--- src/rtl/ena_trig_pkg.sv ---
// Shared constants and helpers for the ena run-length trigger block.
// Latency: n/a (types, constants and a pure function only).
// Backpressure: n/a.
package ena_trig_pkg;

    // Default sizing of the block.
    localparam int DEF_N_CH  = 4;
    localparam int DEF_CNT_W = 4;
    localparam int DEF_EVT_W = 8;

    // The trigger vector is widened to this many bits before the popcount,
    // so N_CH must not exceed POP_W.
    localparam int POP_W   = 32;
    localparam int POP_C_W = 6;

    // Channel counting modes.
    localparam logic MODE_ONESHOT  = 1'b0;
    localparam logic MODE_PERIODIC = 1'b1;

    // Number of set bits in a trigger vector.
    function automatic logic [POP_C_W-1:0] popcount(input logic [POP_W-1:0] v);
        logic [POP_C_W-1:0] c;
        c = '0;
        for (int i = 0; i < POP_W; i++) begin
            c = c + {{(POP_C_W-1){1'b0}}, v[i]};
        end
        return c;
    endfunction

endpackage

--- src/rtl/run_len_counter.sv ---
// One channel: counts consecutive high ena samples and pulses when the run hits run_len.
// Latency: trigger is high the cycle after the edge sampling the run_len-th high ena; trigger_d is its next state.
// Backpressure: none, every rising edge is a sample.
module run_len_counter
    import ena_trig_pkg::*;
#(
    parameter int CNT_W = DEF_CNT_W
) (
    input  logic             clk,
    input  logic             rst_n,
    input  logic             ena,
    input  logic [CNT_W-1:0] run_len,
    input  logic             mode,
    output logic             trigger_d,
    output logic             trigger
);

    logic [CNT_W-1:0] cnt;
    logic [CNT_W-1:0] cnt_d;
    logic [CNT_W:0]   n;
    logic             hit;

    // One extra bit on the incremented count so a saturated counter never aliases onto run_len.
    assign n   = {1'b0, cnt} + {{CNT_W{1'b0}}, 1'b1};
    assign hit = (n == {1'b0, run_len});

    // Next-state count and trigger; run_len of zero can never match because n is at least one.
    always_comb begin
        cnt_d     = cnt;
        trigger_d = 1'b0;
        if (!ena) begin
            cnt_d     = '0;
            trigger_d = 1'b0;
        end else if (mode == MODE_ONESHOT) begin
            // Saturate so a long run cannot wrap round and fire a second time.
            cnt_d     = n[CNT_W] ? {CNT_W{1'b1}} : n[CNT_W-1:0];
            trigger_d = hit;
        end else begin
            if (hit) begin
                cnt_d     = '0;
                trigger_d = 1'b1;
            end else begin
                cnt_d     = n[CNT_W-1:0];
                trigger_d = 1'b0;
            end
        end
    end

    // Count and trigger registers; reset discards any run in progress.
    always_ff @(posedge clk or negedge rst_n) begin
        if (!rst_n) begin
            cnt     <= '0;
            trigger <= 1'b0;
        end else begin
            cnt     <= cnt_d;
            trigger <= trigger_d;
        end
    end

endmodule

--- src/rtl/ena_run_trigger.sv ---
// Multi-channel ena run-length trigger with aggregate OR and wrapping event counter.
// Latency: all outputs registered, one cycle after the sampling edge; no input-to-output combinational path.
// Backpressure: none, every rising edge is a sample.
module ena_run_trigger
    import ena_trig_pkg::*;
#(
    parameter int N_CH  = DEF_N_CH,
    parameter int CNT_W = DEF_CNT_W,
    parameter int EVT_W = DEF_EVT_W
) (
    input  logic             clk,
    input  logic             rst_n,
    input  logic [N_CH-1:0]  ena,
    input  logic [CNT_W-1:0] run_len,
    input  logic             mode,
    input  logic             evt_clr,
    output logic [N_CH-1:0]  trigger,
    output logic             any_trigger,
    output logic [EVT_W-1:0] evt_cnt
);

    logic [N_CH-1:0]    trig_d;
    logic [POP_C_W-1:0] pop;
    logic [EVT_W-1:0]   evt_d;

    // One independent counter per channel, all sharing run_len and mode.
    for (genvar i = 0; i < N_CH; i++) begin : gen_ch
        run_len_counter #(
            .CNT_W (CNT_W)
        ) u_ch (
            .clk       (clk),
            .rst_n     (rst_n),
            .ena       (ena[i]),
            .run_len   (run_len),
            .mode      (mode),
            .trigger_d (trig_d[i]),
            .trigger   (trigger[i])
        );
    end

    // Event count adds the pulses being registered this edge; a clear only drops the old total.
    always_comb begin
        pop   = popcount(POP_W'(trig_d));
        evt_d = (evt_clr ? {EVT_W{1'b0}} : evt_cnt) + EVT_W'(pop);
    end

    // Aggregate outputs registered alongside the per-channel triggers.
    always_ff @(posedge clk or negedge rst_n) begin
        if (!rst_n) begin
            any_trigger <= 1'b0;
            evt_cnt     <= '0;
        end else begin
            any_trigger <= |trig_d;
            evt_cnt     <= evt_d;
        end
    end

endmodule

--- config.mk ---
export PLATFORM = sky130hd
export DESIGN_NAME = ena_run_trigger
export DESIGN_NICKNAME = d
export VERILOG_FILES = /design/src/rtl/ena_trig_pkg.sv /design/src/rtl/run_len_counter.sv /design/src/rtl/ena_run_trigger.sv
export SDC_FILE = /design/constraint.sdc
export NUM_CORES = 1
export LEC_CHECK = 0
export CORE_AREA = 2 2 63 59
export DETAILED_ROUTE_END_ITERATION = 12
export DIE_AREA = 0 0 65 61
export PLACE_DENSITY = 0.73
export SLEW_MARGIN = 0
export SYNTH_ARGS = -nofsm -noshare
export SYNTH_HDL_FRONTEND = slang
export SYNTH_SLANG_ARGS = --single-unit
export TNS_END_PERCENT = 1
--- constraint.sdc ---
create_clock -name clk -period 4.92 [get_ports clk]
set_input_delay 0.492 -clock clk [delete_from_list [all_inputs] [get_ports clk]]
set_output_delay 0.492 -clock clk [all_outputs]
set_load 0.01 [all_outputs]
==> results of run 1 <==
==> worst max path at each step <==
stage | to | start | cells after the start | slack (ns)
2_1_floorplan | evt_cnt[6] | gen_ch[0].u_ch.cnt[0] | 12 | 1.93
4_1_cts | evt_cnt[6] | run_len[3] | 12 | 1.55
3_5_place_dp | evt_cnt[6] | run_len[3] | 12 | 1.32
3_3_place_gp | evt_cnt[6] | run_len[3] | 12 | 1.42
6_report | evt_cnt[6] | run_len[3] | 12 | 1.56
5_1_grt | evt_cnt[6] | run_len[3] | 12 | 1.42
==> worst max-delay path: cells and delay by family <==
kind,cells,cell delay [ns]
and+or+nand+nor,3,0.62
adders and majority gates,3,1.13
buffers and inverters,3,0.65
AOI/OAI and AO/OA,1,0.14
xor gates and xnor gates,2,0.53
==> routing by layer <==
metal  global-route usage  vias up  wire, um
li1                     -      560         -
met1                0.230      553      1460
met2                0.302       15      1520
met3               0.0742        6       131
met4               0.0729        0        51
met5                    0        -         0
==> state kept, by name, indices dropped and copies added (netlist names) <==
signal,count
gen_ch.u_ch.cnt,16
evt_cnt,8
gen_ch.u_ch.trigger,4
any_trigger,1
==> stage by stage <==
step | cell area, sq um | std cells | power [mW]
final | 1990 | 223 | 0.643
after global routing | 1990 | 223 | 0.679
after CTS | 1990 | 223 | 0.651
after detailed placement | 1880 | 215 | 0.396
after global placement | 1880 | 215 | 0.390
after floorplan | 1610 | 152 | 0.349
==> where the power goes <==
| part | switching, mW | internal [mW] |
|---|---|---|
| sequential | 0.0129 | 0.256 |
| clock | 0.0881 | 0.165 |
| combinational | 0.0615 | 0.0598 |
==> final cells by class <==
type | instances | share of cell area
clock inverter | 1 | 0.0151
timing repair buffer | 25 | 0.124
multi-input combinational | 107 | 0.407
inverter | 10 | 0.0188
sequential | 29 | 0.364
clock buffer | 7 | 0.0433
tap | 44 | 0.0276
==> cell usage in the layout (no fill, tap or decap), types with 4 or more instances in the layout <==
cell,netlist,final
xor2_1,15,15
dfrtp_1,29,29
inv_1,10,10
nor2_1,15,15
ha_1,5,5
xnor2_1,16,16
clkdlybuf4s50_1,0,24
o21ai_0,4,4
a21oi_1,14,14
clkbuf_8,0,6
nand3_1,14,14
==> kinds of logic (layout without fill, tap and decap cells) <==
kind of cell,count (synthesis),in the layout,synth area share
compound gates,23,23,0.0954
xor+xnor,32,32,0.182
fa+ha+maj,8,8,0.0760
buf+inv,16,43,0.0473
flops,29,29,0.450
simple gates,44,44,0.150
==> results.md, run 1 <==
- Highest clock rate: slightly below 300 MHz
- Post-synth EDFFs: 0
- Status: finished, final reports clean
- Die ar.: 0.00397 sq mm
- Crit Reg-Reg Endpoint: evt_cnt[6]
- Routed WL: 3170 um
- Layout Nets: 198
- I/O pins: 25
- RSZ-0062 raised after global routing: false
- Syn Area/Cell: around 11 sq um
- Number of global-route vias before repair: 1156
- Initial antenna violation count: 0
- Die height: 61 um
- Final worst slack: 1.56 ns
- Final Skew: 0.00346 ns
- Hold_buf cts: 0
- Starting density of the core: 0.492
- TritonCTS clock tree: built
- Wire per inst: roughly 14 um
- Remaining antenna violation count: 0
- Synth Instances: around 150
- Worst Hold Class: flip-flop to flip-flop
- Storage cell area: about 730 sq um
- Die W: around 65 um
- Pwr/cell area: 322 mW/mm^2
- Commonest cells post-synth: 29 x dfrtp_1, 16 x xnor2_1, 15 x nor2_1, 15 x xor2_1
- CTS Buffer Depth: 2
- Worst skew pair latency: 0.28 ns
- Final setup viols: 0
- CTS root buf: clkbuf_8
- H-tree level count: 2
- Synth cell types: 25
- Crit-path most repeated cell: fa_1
- Final hold slack: 0.526 ns
- Syn Nets: 172
- Reg-to-Reg Start: gen_ch[0].u_ch.cnt[0]
- Post-route DRC: 0
- Drt pass-1 iters: 4
- # diodes: 0
- Post-CTS Repair Setup Buffers: 0
- DP Worst Slack: 1.32 ns
- CP arrival: 3.57 ns
- Layout cells sized above 1: 0.0782
- Register area share after synthesis: 0.450
- Crit path max-delay cell type: fa_1
- DP Wirelength: roughly 2400 um
- Max_slew headroom: 0.658
- Final Hold Fails: 0
- Fin. max-slew vios: 0
- Syn. warnings: 0
- Worst Hold Depth: 1
- CP cell instances: clkdlybuf4s50_1 > xor2_1 > xnor2_1 > nor4b_2 > fa_1 > inv_1 > fa_1 > inv_1 > fa_1 > nand3_1 > or3_1 > a21oi_1
- CP Launch Type: input port
- Area of the multi-input gates: 812 sq um
- Primary FF master, synth: dfrtp_1
- Leak: 0.863 nW
- Final Wtd Congestion: 0.800
- Clock slew at reported path FFs: 0.06 ns
- R2r setup slk: 1.70 ns
- Ys async rst share: 1.00
- Final worst path period share: 0.683
- Filler cells: 262
- Remaining Overflow, GRT: 0
- Most common cell in the synthesized netlist: dfrtp_1
- Post-CTS Resized: 0
- Hold Crit Endpoint: gen_ch[0].u_ch.cnt[0]
- Vias: 1134
- Kind of critical path: input port to flip-flop
- Yosys top cell area share: 0.450
- PortBufs: 24
- Area contributors post-synth: dfrtp_1 45%, xnor2_1 8.7%, xor2_1 8.1%
- Clk sinks: 29
- DRT iter0 DRCs: 80
- Largest net degree at the start of global routing: 30
- GRT Util Overall: 0.187
- Core ar.: around 0.0033 sq mm
- Cts bufs inserted: 5
- Area delta synth->final: 23.6%
- Crit. End Element: flip-flop
- Leading area contributor after synthesis: dfrtp_1
- Post-Route Setup TNS: 0 ns
- Vias per std cell: 5.09
- VDD IR max: 0.181 mV
- HP Start: gen_ch[0].u_ch.cnt[0]
- Worst EP required: around 5.1 ns
- R2r worst-path depth: 12
- First-pass GRT wire length: 5290 um
- Worst-margin pin slew: 0.508 ns
- Min cycle time layout: 3.36 ns
- Row cnt: 20
- Largest stage delay, worst path: 0.54 ns
- Max Cap Viol: 0
- Synthesized cell area: 0.00161 sq mm
- Crit-path max FO: 4
- Post-layout util: 0.608
- Number of synthesized register bits: 29
Note: power is estimated with default switching activity, not from simulation.
==> run 2, diff against run 1 <==
==> constraint.sdc (replaced) <==
create_clock -name clk -period 3.5 [get_ports clk]
set_input_delay 0.35 -clock clk [delete_from_list [all_inputs] [get_ports clk]]
set_output_delay 0.35 -clock clk [all_outputs]
set_load 0.01 [all_outputs]
==> results.md, run 2 (same netlist as run 1, synthesis figures left out) <==
- Status: finished, final reports clean (unchanged)
- Clk sinks: 29 (unchanged)
- DP Worst Slack: -0.0157 ns (was 1.32 ns)
- VDD IR max: 0.161 mV (was 0.181 mV)
- Post-CTS Repair Setup Buffers: 0 (unchanged)
- Area delta synth->final: 22.6% (was 23.6%)
- DP Wirelength: 2360 um (was 2390 um)
- Hold_buf cts: 0 (unchanged)
- RSZ-0062 raised after global routing: false (unchanged)
- Crit-path most repeated cell: fa_1 (unchanged)
- GRT Util Overall: 0.182 (was 0.187)
- Final worst slack: 0.270 ns (was 1.56 ns)
- TritonCTS clock tree: built (unchanged)
- Crit-path max FO: 4 (unchanged)
- Row cnt: 20 (unchanged)
- Die height: 61 um (unchanged)
- Routed WL: 3130 um (was 3170 um)
- CP Launch Type: flip-flop (was input port)
- R2r worst-path depth: 12 (unchanged)
- Worst EP required: 3.71 ns (was 5.13 ns)
- Layout Nets: 200 (was 198)
- Vias: 1161 (was 1134)
- Max Cap Viol: 0 (unchanged)
- Highest clock rate: 310 MHz
- Post-CTS Resized: 0 (unchanged)
- Crit Reg-Reg Endpoint: evt_cnt[6] (unchanged)
- Number of global-route vias before repair: 1135 (was 1156)
- # diodes: 0 (unchanged)
- Final Skew: 0.00258 ns (was 0.00346 ns)
- Worst setup startpoint: gen_ch[0].u_ch.cnt[0] (was run_len[3])
- Wire per inst: 13.9 um (was 14.2 um)
- Post-route DRC: 0 (unchanged)
- Largest stage delay, worst path: 0.55 ns (was 0.54 ns)
- Final setup viols: 0 (unchanged)
- Pwr/cell area: 410 mW/mm^2 (was 322 mW/mm^2)
- Largest register FFs: 16 (unchanged)
- Final Wtd Congestion: 0.806 (was 0.800)
- Starting density of the core: 0.492 (unchanged)
- Leak: 0.858 nW (was 0.863 nW)
- Min cycle time layout: 3.23 ns
- Kind of critical path: flip-flop to flip-flop (was input port to flip-flop)
- R2r setup slk: 0.27 ns (was 1.70 ns)
- Worst skew pair latency: 0.28 ns (about the same)
- Layout cells sized above 1: 0.0939 (was 0.0782)
- CTS Buffer Depth: 2 (unchanged)
- Most frequent cells in the layout: 29 x dfrtp_1, 24 x clkdlybuf4s50_1, 16 x xnor2_1 (unchanged)
- Fin. max-slew vios: 0 (unchanged)
- Most common cell after layout, fill and taps aside: dfrtp_1 (unchanged)
- Cts bufs inserted: 5 (unchanged)
- Remaining Overflow, GRT: 0 (unchanged)
- Post-Route Setup TNS: 0 ns (unchanged)
- Drt pass-1 iters: 4 (unchanged)
- CTS root buf: clkbuf_8 (unchanged)
- Core ar.: 0.00328 sq mm (unchanged)
- Final worst path period share: 0.923
- Initial antenna violation count: 0 (unchanged)
- Final Hold Fails: 0 (unchanged)
- Die W: 65 um (unchanged)
- Clock slew at reported path FFs: 0.06 ns (about the same)
- Crit. End Element: flip-flop (unchanged)
- DRT iter0 DRCs: 61 (was 80)
- Most flops, register: gen_ch.u_ch.cnt (unchanged)
- Worst Hold Class: input port to asynchronous set/reset pin (was flip-flop to flip-flop)
- Crit path max-delay cell type: fa_1 (unchanged)
- PortBufs: 24 (unchanged)
- CP arrival: 3.44 ns (was 3.57 ns)
- Die ar.: 0.00397 sq mm (unchanged)
- CP cell instances: ha_1 > xnor2_1 > xnor2_1 > nor4b_2 > fa_1 > inv_1 > fa_1 > inv_1 > fa_1 > nand3_1 > or3_1 > a21oi_1 (was clkdlybuf4s50_1 > xor2_1 > xnor2_1 > nor4b_2 > fa_1 > inv_1 > fa_1 > inv_1 > fa_1 > nand3_1 > or3_1 > a21oi_1)
- First-pass GRT wire length: 5250 um (was 5290 um)
- I/O pins: 25 (unchanged)
- Reg-to-Reg Start: gen_ch[0].u_ch.cnt[0] (unchanged)
- Worst-margin pin slew: 0.554 ns (was 0.508 ns)
- H-tree level count: 2 (unchanged)
- Largest net degree at the start of global routing: 30 (unchanged)
- Remaining antenna violation count: 0 (unchanged)
- Max_slew headroom: 0.627 (was 0.658)
- Vias per std cell: 5.16 (was 5.09)
- Regs by FF count: gen_ch.u_ch.cnt (16), evt_cnt (8), gen_ch.u_ch.trigger (4) (unchanged)
-- run 2: how the worst max path moves through the flow --
stage / to / slack, ns / cells past startpoint
4_1_cts: evt_cnt[6] / 0.27 / 12
2_1_floorplan: evt_cnt[6] / 0.51 / 12
5_1_grt: evt_cnt[6] / 0.10 / 12
3_5_place_dp: evt_cnt[6] / -0.02 / 12
6_report: evt_cnt[6] / 0.27 / 12
3_3_place_gp: evt_cnt[6] / 0.14 / 12
-- run 2: metal layers --
layer | track usage | routed length, um | vias to the layer above
li1 | - | - | 565
met1 | 0.231 | 1390 | 568
met3 | 0.0631 | 128 | 6
met5 | 0 | 0 | -
met4 | 0.0699 | 44 | 0
met2 | 0.292 | 1560 | 22
-- run 2: stage by stage --
step / power, mW / instances / util / cell area (sq um) / hold WS (ns)
floorplan: 0.491 / 152 / - / 1610 / 0.0544
global placement: 0.548 / 217 / 0.577 / 1890 / 0.507
detailed placement: 0.555 / 217 / 0.577 / 1890 / 0.522
CTS: 0.824 / 225 / 0.604 / 1980 / 0.461
global route: 0.860 / 225 / 0.604 / 1980 / 0.488
finish: 0.812 / 225 / 0.604 / 1980 / 0.447
-- run 2: layout make-up --
type                       instances  area, sq um
clock buffer                       5         68.8
multi-input combinational        107          812
inverter                          10         37.5
tap                               44         55.1
fill                             284         1300
sequential                        29          726
timing repair buffer              27          263
clock inverter                     3         17.5
-- run 2: critical path: cells and delay by family, from the launching register on --
kind	cells	cell delay (ns)
xor gates and xnor gates	2	0.47
and+or+nand+nor	3	0.60
AOI/OAI and AO/OA	1	0.14
DFF	1	0.43
adders and majority gates	4	1.39
buffers and inverters	2	0.13
-- run 2: report_power, final --
part	internal, mW	leakage [nW]	switching, mW
clock	0.137	0.0439	0.125
sequential	0.360	0.393	0.0178
combinational	0.0857	0.421	0.0877
total	0.582	0.858	0.230
